===== src/rtl/xy_point_receiver.sv =====
// XY point receiver: collects 16-bit point words from a host over a 3-wire serial link
// into a small buffer and replays the committed points as X/Y DAC codes with a frame trigger.
module xy_point_receiver #(
    parameter int DEPTH       = 16,
    parameter int DWELL       = 4,
    parameter int SYNC_STAGES = 2
) (
    input  logic                     clk,
    input  logic                     rst_n,
    input  logic                     spi_sck,
    input  logic                     spi_cs_n,
    input  logic                     spi_mosi,
    output logic [7:0]               BNC_x,
    output logic [6:0]               BNC_y,
    output logic                     BNC_trig,
    output logic [$clog2(DEPTH):0]   point_count,
    output logic                     rx_busy
);
    localparam int AW = $clog2(DEPTH);
    localparam int CW = AW + 1;
    localparam int DW = (DWELL > 1) ? $clog2(DWELL) : 1;

    typedef enum logic {S_IDLE, S_PLAY} state_t;

    logic [SYNC_STAGES-1:0] r_sck_sync;
    logic [SYNC_STAGES-1:0] r_cs_sync;
    logic [SYNC_STAGES-1:0] r_mosi_sync;
    logic                   r_sck_prev;
    logic                   r_cs_prev;

    logic [3:0]             r_bit_cnt;
    logic [15:0]            r_shift;
    logic                   r_wr_pending;
    logic [AW-1:0]          r_wr_ptr;
    logic [CW-1:0]          r_count;

    logic [14:0]            r_mem [DEPTH];

    state_t                 r_state;
    logic [AW-1:0]          r_play_idx;
    logic [DW-1:0]          r_dwell;
    logic                   r_load;
    logic [7:0]             r_x;
    logic [6:0]             r_y;
    logic                   r_trig;

    logic                   w_sck;
    logic                   w_cs_n;
    logic                   w_mosi;
    logic                   w_sck_rise;
    logic                   w_cs_fall;
    logic [CW-1:0]          w_idx_inc;
    logic [AW-1:0]          w_next_idx;

    assign w_sck      = r_sck_sync[SYNC_STAGES-1];
    assign w_cs_n     = r_cs_sync[SYNC_STAGES-1];
    assign w_mosi     = r_mosi_sync[SYNC_STAGES-1];
    assign w_sck_rise = w_sck & ~r_sck_prev;
    assign w_cs_fall  = ~w_cs_n & r_cs_prev;

    // cs_n chain resets to its idle (deselected) level so rx_busy reads 0 out of reset
    always_ff @(posedge clk) begin
        if (!rst_n) begin
            r_sck_sync  <= '0;
            r_cs_sync   <= '1;
            r_mosi_sync <= '0;
            r_sck_prev  <= 1'b0;
            r_cs_prev   <= 1'b1;
        end else begin
            r_sck_sync  <= {r_sck_sync[SYNC_STAGES-2:0], spi_sck};
            r_cs_sync   <= {r_cs_sync[SYNC_STAGES-2:0], spi_cs_n};
            r_mosi_sync <= {r_mosi_sync[SYNC_STAGES-2:0], spi_mosi};
            r_sck_prev  <= w_sck;
            r_cs_prev   <= w_cs_n;
        end
    end

    always_ff @(posedge clk) begin
        if (!rst_n) begin
            r_bit_cnt    <= '0;
            r_shift      <= '0;
            r_wr_pending <= 1'b0;
            r_wr_ptr     <= '0;
            r_count      <= '0;
        end else begin
            r_wr_pending <= 1'b0;
            if (w_cs_n) begin
                r_bit_cnt <= '0;
            end else if (w_sck_rise) begin
                r_shift   <= {r_shift[14:0], w_mosi};
                r_bit_cnt <= r_bit_cnt + 4'd1;
                if (r_bit_cnt == 4'd15)
                    r_wr_pending <= 1'b1;
            end
            // The completed word sits in r_shift for this cycle; commit bookkeeping follows the write.
            if (r_wr_pending) begin
                if (r_shift[15]) begin
                    r_count  <= {1'b0, r_wr_ptr} + CW'(1);
                    r_wr_ptr <= '0;
                end else if (r_wr_ptr == AW'(DEPTH - 1)) begin
                    r_count  <= CW'(DEPTH);
                    r_wr_ptr <= '0;
                end else begin
                    r_wr_ptr <= r_wr_ptr + AW'(1);
                end
            end
            if (w_cs_fall)
                r_wr_ptr <= '0;
        end
    end

    always_ff @(posedge clk) begin
        if (rst_n && r_wr_pending)
            r_mem[r_wr_ptr] <= r_shift[14:0];
    end

    assign w_idx_inc  = {1'b0, r_play_idx} + CW'(1);
    assign w_next_idx = (w_idx_inc >= r_count) ? '0 : r_play_idx + AW'(1);

    // Outputs reload only at the start of each dwell, so a write to the shown entry
    // becomes visible from the next dwell onward.
    always_ff @(posedge clk) begin
        if (!rst_n) begin
            r_state    <= S_IDLE;
            r_play_idx <= '0;
            r_dwell    <= '0;
            r_load     <= 1'b0;
            r_x        <= '0;
            r_y        <= '0;
            r_trig     <= 1'b0;
        end else begin
            r_load <= 1'b0;
            if (r_load) begin
                r_x    <= r_mem[r_play_idx][7:0];
                r_y    <= r_mem[r_play_idx][14:8];
                r_trig <= (r_play_idx == '0);
            end
            case (r_state)
                S_IDLE: begin
                    r_x    <= '0;
                    r_y    <= '0;
                    r_trig <= 1'b0;
                    if (r_count != '0) begin
                        r_state    <= S_PLAY;
                        r_play_idx <= '0;
                        r_dwell    <= '0;
                        r_load     <= 1'b1;
                    end
                end
                S_PLAY: begin
                    if (r_count == '0) begin
                        r_state <= S_IDLE;
                    end else if (r_dwell == DW'(DWELL - 1)) begin
                        r_dwell    <= '0;
                        r_play_idx <= w_next_idx;
                        r_load     <= 1'b1;
                    end else begin
                        r_dwell <= r_dwell + DW'(1);
                    end
                end
                default: r_state <= S_IDLE;
            endcase
        end
    end

    assign BNC_x       = r_x;
    assign BNC_y       = r_y;
    assign BNC_trig    = r_trig;
    assign point_count = r_count;
    assign rx_busy     = ~w_cs_n;

endmodule


===== config.mk =====
export PLATFORM = sky130hd
export DESIGN_NAME = xy_point_receiver
export DESIGN_NICKNAME = d
export VERILOG_FILES = /design/src/rtl/xy_point_receiver.sv
export SDC_FILE = /design/constraint.sdc
export NUM_CORES = 1
export LEC_CHECK = 0
export CAP_MARGIN = 10
export CORE_MARGIN = 2
export CORE_UTILIZATION = 61
export DETAILED_ROUTE_END_ITERATION = 8
export PLACE_DENSITY_LB_ADDON = 0.15
export SYNTH_ARGS = -nofsm -noshare
export SYNTH_HDL_FRONTEND = slang
export SYNTH_SLANG_ARGS = --single-unit

===== constraint.sdc =====
create_clock -name clk -period 3.1 [get_ports clk]
set_input_delay 0.31 -clock clk [delete_from_list [all_inputs] [get_ports clk]]
set_output_delay 0.31 -clock clk [all_outputs]
set_load 0.01 [all_outputs]

==> results of run 1 <==
## sequential cells by signal, summed over array words and instances, names as in the netlist, 2 cells and up
name / flops
r_play_idx: 4
r_shift: 16
r_sck_sync: 2
r_bit_cnt: 4
r_mem: 240
r_mosi_sync: 2
point_count: 5
r_dwell: 2
r_cs_sync: 2
BNC_y: 7
r_wr_ptr: 4
BNC_x: 8
## final timing paths
| path | to | slack [ns] | cells after the start |
|---|---|---|---|
| setup / recovery | r_play_idx[2] | 0.64 | 8 |
| hold / removal | r_cs_sync[0] | 0.34 | 2 |
| setup reg to reg | r_play_idx[2] | 0.64 | 8 |
| hold reg to reg | r_cs_sync[1] | 0.41 | 1 |
## power by group through the flow
| stage | Sequential, W | Combinational, W | Clock [W] |
|---|---|---|---|
| 6_report | 0.00432 | 0.0000256 | 0.00371 |
| 5_1_grt | 0.00431 | 0.0000284 | 0.00394 |
| 4_1_cts | 0.00431 | 0.0000260 | 0.00377 |
| 3_5_place_dp | 0.00440 | 0.0000259 | 0 |
| 3_3_place_gp | 0.00440 | 0.0000252 | 0 |
| 2_1_floorplan | 0.00440 | 0.0000151 | 0 |
## area by class of cell
| class | instances | area [µm²] | share of cell area, % |
|---|---|---|---|
| Clock inverter | 20 | 280 | 2.12 |
| Multi-Input combinational cell | 336 | 2940 | 22.3 |
| Sequential cell | 302 | 8450 | 64.0 |
| Timing Repair Buffer | 50 | 440 | 3.34 |
| Inverter | 15 | 56.3 | 0.426 |
| Tap cell | 234 | 293 | 2.22 |
| Clock buffer | 33 | 741 | 5.61 |
## worst register-to-register path, stage by stage, from the launching register on
cell	delay [ns]
dfxtp_4	0.76
nand2_1	0.14
xnor2_1	0.25
inv_1	0.07
ha_1	0.29
a21o_1	0.16
a211oi_1	0.31
o221ai_1	0.19
a21oi_1	0.18
## Yosys cell counts, drive strengths merged, types with 4 or more instances
master	instances
inv	14
a22oi	23
ha	13
nor2b	4
nand2	51
nand3	4
buf	26
edfxtp	240
nor2	11
o21ai	21
a221oi	11
a21oi	26
mux2i	69
and2	24
nand2b	6
clkbuf	7
mux4	36
dfxtp	62
## cell usage in the layout (no fill, tap or decap), drive strengths merged, types with 4 or more instances in the layout
cell type,instances
dfxtp,62
nand2,51
o21ai,21
a22oi,23
mux4,36
ha,13
bufinv,7
nor2,11
buf,24
edfxtp,240
nor2b,4
clkinv,11
nand3,4
a21oi,26
clkbuf,33
and2,24
mux2i,69
a221oi,11
inv,14
nand2b,6
clkdlybuf4s50,26
## cell families (layout without fill, tap and decap cells)
kind of cell	after synthesis	after routing	synth area share [%]
mux	106	106	12.9
flops	302	302	72.3
simple gates	115	115	4.98
buf+inv	48	118	2.60
compound gates	96	96	5.39
fa+ha+maj	13	13	1.39
xor+xnor	6	6	0.450
## layer usage
layer	vias up	track usage [%]	wire length (µm)
met5	-	0	0
met2	185	37.7	11200
li1	2753	-	-
met3	34	4.17	1520
met4	0	5.84	388
met1	3074	33.4	9790
## metrics by stage
stage / utilization, % / area (µm²) / std cells / power [W] / worst slack (ns)
3_3_place_gp: 64.9 / 12200 / 937 / 0.00443 / 0.730
6_report: 70.4 / 13200 / 990 / 0.00805 / 0.643
3_5_place_dp: 64.9 / 12200 / 937 / 0.00443 / 0.687
4_1_cts: 70.4 / 13200 / 990 / 0.00811 / 0.666
5_1_grt: 70.4 / 13200 / 990 / 0.00828 / 0.487
2_1_floorplan: - / 11700 / 686 / 0.00442 / 0.924
==> results.md, run 1 <==
- Flops & latches, synth: 302
- Post-synth top area share: 61.6%
- Synth top area cells: edfxtp_1, dfxtp_1, mux4_2, mux2i_1, nand2_1
- Maximum clock path buffer count: 3
- Sequential area share after synthesis: 72.3%
- DRC viols: 0
- Crit start category: flop
- Seq pwr share: 53.6%
- GP Congestion: 0.778
- Tightest Pin Transition: 0.828 ns
- Mapped Cells: 686
- Root Driver: clkbuf_16
- DR vias/cell: 6.11
- Layout fillers: 1192
- Die height: 142 µm
- CP Cell Sequence: nand2_1, xnor2_1, inv_1, ha_1, a21o_1, a211oi_1, o221ai_1, a21oi_1
- Synth warn: 0
- Crit. End Element: flop
- Row cnt: 50
- Power per cell area: 610 nW/µm²
- Initial antenna violation count: 1
- Final hold slack: 0.336 ns
- Syn-to-layout area delta: 12.9%
- Setup Viol. Count Final: 0
- Resized Gates After CTS: 0
- Unrepaired setup endpoints after global routing: no
- Grt total ovfl: 0
- Psw: 0.00144 W
- Final #Nets: 752
- CP delay by family, top: compound AO/OA/AOI/OAI gates
- Critical path class: reg -> reg
- CP peak stage delay: 0.76 ns
- Netlist Area Pre-Place: 11700 µm²
- Pin count of the biggest net entering global routing: 49
- Clock group share of total power: 46.1%
- Relative slew slack: 44.8%
- Core area: 18800 µm²
- Worst R2R Start: r_play_idx[2]
- Async S/R FF share, synth: 0%
- Min Tclk post-route: 2.46 ns
- CP Launch Point: r_play_idx[2]
- Comb pwr share: 0.3%
- Int Power: 0.00662 W
- Final Max Slew Viols: 0
- Share of layout cells above drive strength 1: 14.8%
- Clk slew on worst S/H paths: 0.06 ns
- Tcrit/Tclk final: 79.3%
- Final ANT Viol Nets: 0
- Vias: 6046
- Ant diodes: 0
- HPWL after DPL: 13600 µm
- Post-synth top area cell: edfxtp_1
- Slowest cell on crit path: dfxtp_4
- Net Count, Synth: 704
- Final wirelength: 22900 µm
- Total global-route track usage: 23.3%
- Clk sink count: 302
- Die width: 142 µm
- Hold_sp: spi_cs_n
- P_leak: 4.39 nW
- Fmax: 0.407 GHz
- Avg Inst Size Synth: 17.0 µm²
- Vias in the first global route: 6032
- CTS tree: yes
- Crit Path Max Fanout: 43
- H-tree Lvls: 1
- First-pass GRT wire length: 35000 µm
- Die area: 20300 µm²
- Wire per inst: 23.1 µm
- Endpoints failing hold: 0
- Yosys cell types: 50
- Initial core utilization: 62.3%
- Max VDD drop: 0.504 mV
- Hold-fix buffers, CTS: 0
- IO Count: 27
- Post-synth EDFFs: 240
- CTS Buf Count: 29
- CP required: 3.55 ns
- Net Sw Frac: 17.8%
- Setup TNS: 0 ns
- Maxcap violations: 0
- First-pass DRT Iterations: 5
- DR iter-0 viols: 434
- Post-synth top flop: edfxtp_1
- Clk Latency, worst-skew pair: 0.54 ns
- # port buffers: 26
- Critical Path AT: 2.91 ns
- Worst min path class: in -> reg
- Post-CTS Setup Inserts: 0
- Worst Path Buf+Inv: 1
- Status: finished, final reports clean
- Clock skew: 0.00890 ns
(Power assumes the default switching activity.)
==> run 2: changes to the inputs <==
==> constraint.sdc (replaced) <==
create_clock -name clk -period 2.3 [get_ports clk]
set_input_delay 0.23 -clock clk [delete_from_list [all_inputs] [get_ports clk]]
set_output_delay 0.23 -clock clk [all_outputs]
set_load 0.01 [all_outputs]
==> run 2 against run 1 <==
Net effect: die area unchanged; power grew 32%; flip-flop and latch count unchanged; core utilization is 1.1 points higher; largest cell class unchanged.
==> results.md, run 2 (synthesis gave the netlist of run 1 again) <==
- R2r endpoint: r_play_idx[0]
- Power per cell area: 793 nW/µm² (+30%)
- Most common cell on crit path: ha_1
- Wire per inst: 23.2 µm (+0.22%)
- Maximum clock path buffer count: 3 (unchanged)
- H-tree Lvls: 1 (unchanged)
- CP Cell Sequence: buf_6, ha_1, nor2b_1, nand2b_1, ha_1, a21o_1, a211oi_1, o211ai_1, mux2i_1
- DR iter-0 viols: 483 (+11%)
- Largest register FFs: 240 (unchanged)
- DR vias/cell: 6.14 (+0.48%)
- Ant diodes: 0 (unchanged)
- Multi-input gate area: 2940 µm² (unchanged)
- Status: finished, final reports clean
- Relative slew slack: 47.2% (+2.5 points)
- Final #Nets: 759 (+0.93%)
- Die area: 20300 µm² (unchanged)
- Worst hold endpoint: r_sck_sync[0]
- Reg2Reg Setup Slack: 0.12 ns (-0.52 ns)
- Core area: 18800 µm² (unchanged)
- Maxcap violations: 0 (unchanged)
- Comb pwr share: 0.3% (about the same)
- Crit Path Max Fanout: 12 (-72%)
- Tightest Pin Transition: 0.790 ns (-0.0379 ns)
- Share of layout cells above drive strength 1: 15.9% (+1.1 points)
- Pin count of the biggest net entering global routing: 86 (+76%)
- Grt total ovfl: 0 (unchanged)
- Min Tclk post-route: 2.18 ns (-0.279 ns)
- Worst Path Buf+Inv: 1 (unchanged)
- Setup Viol. Count Final: 0 (unchanged)
- Post-CTS Setup Inserts: 0 (unchanged)
- Die height: 142 µm (unchanged)
- CP delay by family, top: compound AO/OA/AOI/OAI gates
- CP required: 2.75 ns (-0.80 ns)
- Clock skew: 0.0139 ns (+0.00502 ns)
- Crit. End Element: flop
- GP Congestion: 0.842 (+8.2%)
- Syn-to-layout area delta: 14.7%
- Vias: 6130 (+1.4%)
- Setup TNS: 0 ns (unchanged)
- Worst Hold Path Cells: 2 (unchanged)
- First-pass GRT wire length: 35500 µm (+1.4%)
- Max VDD drop: 0.544 mV (+7.9%)
- Critical path class: reg -> reg
- Final wirelength: 23100 µm (+1.1%)
- Clk slew on worst S/H paths: 0.06 ns (about the same)
- IO Count: 27 (unchanged)
- Most frequent cells in the layout: edfxtp_1, mux2i_1, dfxtp_1
- Layout fillers: 1152 (-3.4%)
- Tcrit/Tclk final: 94.7% (+15 points)
- Hold_sp: spi_sck
- HPWL after DPL: 14400 µm (+5.3%)
- R2R depth: 9 (+1)
- Total global-route track usage: 23.4% (+0.15 points)
- CTS Buf Count: 30 (+3.4%)
- Endpoints failing hold: 0 (unchanged)
- CP peak stage delay: 0.35 ns (-0.41 ns)
- Seq pwr share: 54.7% (+1.1 points)
- Die width: 142 µm (unchanged)
- Root Driver: clkbuf_16
- Unrepaired setup endpoints after global routing: no
- Dpl cell area: 12400 µm² (+1.8%)
- First-pass DRT Iterations: 4 (-1)
- Initial antenna violation count: 0 (-1)
- Row cnt: 50 (unchanged)
- CTS tree: yes
- Final Max Slew Viols: 0 (unchanged)
- Power, Total: 0.0106 W (+32%)
- DRC viols: 0 (unchanged)
- Reg area: 8450 µm² (unchanged)
- Clk Latency, worst-skew pair: 0.54 ns (about the same)
- Final ANT Viol Nets: 0 (unchanged)
- # port buffers: 26 (unchanged)
- P_leak: 4.47 nW (+1.8%)
- Fmax: 0.459 GHz (+13%)
- Initial core utilization: 62.3% (unchanged)
- Vias in the first global route: 6253 (+3.7%)
- Worst R2R Start: r_play_idx[1]
- Post-layout instance area: 13400 µm² (+1.6%)
- Psw: 0.00192 W (+33%)
- Most common cell after layout, fill and taps aside: edfxtp_1
- Clock group share of total power: 44.9% (-1.2 points)
- Int Power: 0.00872 W (+32%)
- Clk sink count: 302 (unchanged)
- Crit start category: flop
- Slowest cell on crit path: dfxtp_1
- Critical Path AT: 2.63 ns (-0.28 ns)
- Biggest register: r_mem
- Worst min path class: in -> reg
- Net Sw Frac: 18.0% (+0.17 points)
run 2: cell count changes in the layout (fill, tap and decap cells not counted), sizes merged:
cell / change
clkbuf: +18
bufinv: -7
buf: +6
clkinv: -6
clkinvlp: -2
run 2: power groups by stage:
stage                     clock (W)  sequential [W]  combinational (W)
final                       0.00478         0.00582          0.0000357
after detailed placement          0         0.00593          0.0000359
after global placement            0         0.00593          0.0000346
after CTS                   0.00485         0.00582          0.0000361
after floorplan                   0         0.00593          0.0000204
after global routing        0.00508         0.00581          0.0000391
run 2: how the worst max path moves through the flow:
stage             startpoint       endpoint  slack, ns  cells after the start
6_report       r_play_idx[1]  r_play_idx[0]       0.12                      9
3_5_place_dp   r_play_idx[1]  r_play_idx[0]       0.16                      9
5_1_grt        r_play_idx[1]  r_play_idx[0]       0.02                      9
4_1_cts        r_play_idx[1]  r_play_idx[0]       0.14                      9
3_3_place_gp   r_play_idx[1]  r_play_idx[0]       0.31                      9
2_1_floorplan  r_play_idx[0]  r_play_idx[0]       0.12                     11
run 2: per-stage QoR:
step	hold slack [ns]	utilization, %	std cells	setup WS, ns
2_1_floorplan	0.331	-	686	0.124
3_3_place_gp	0.390	66.1	943	0.306
3_5_place_dp	0.406	66.1	943	0.160
4_1_cts	0.255	71.5	999	0.139
5_1_grt	0.278	71.5	999	0.0150
6_report	0.273	71.5	999	0.122
run 2: timing repair:
action / 4_1_cts / 5_1_grt
gates resized for setup: 0 / 1
setup endpoints to repair: 0 / 1
hold buffers: 0 / 0
run 2: area by class of cell:
type                    instances  share of cell area (%)
flip-flops and latches        302                    63.0
multi-input cells             336                    21.9
clock buffers                  51                    7.31
repair buffers                 56                    4.95
well taps                     234                    2.18
inverters                      15                   0.420
clock inverters                 5                   0.205
run 2: metal layers:
metal  GRT usage, %  vias to the layer above  part of all wire (%)
met1           32.4                     3125                    42
met2           39.5                      185                    49
met3           3.33                       46                   5.9
met4           6.67                        0                   2.5
li1               -                     2774                     -
met5              0                        -                     0
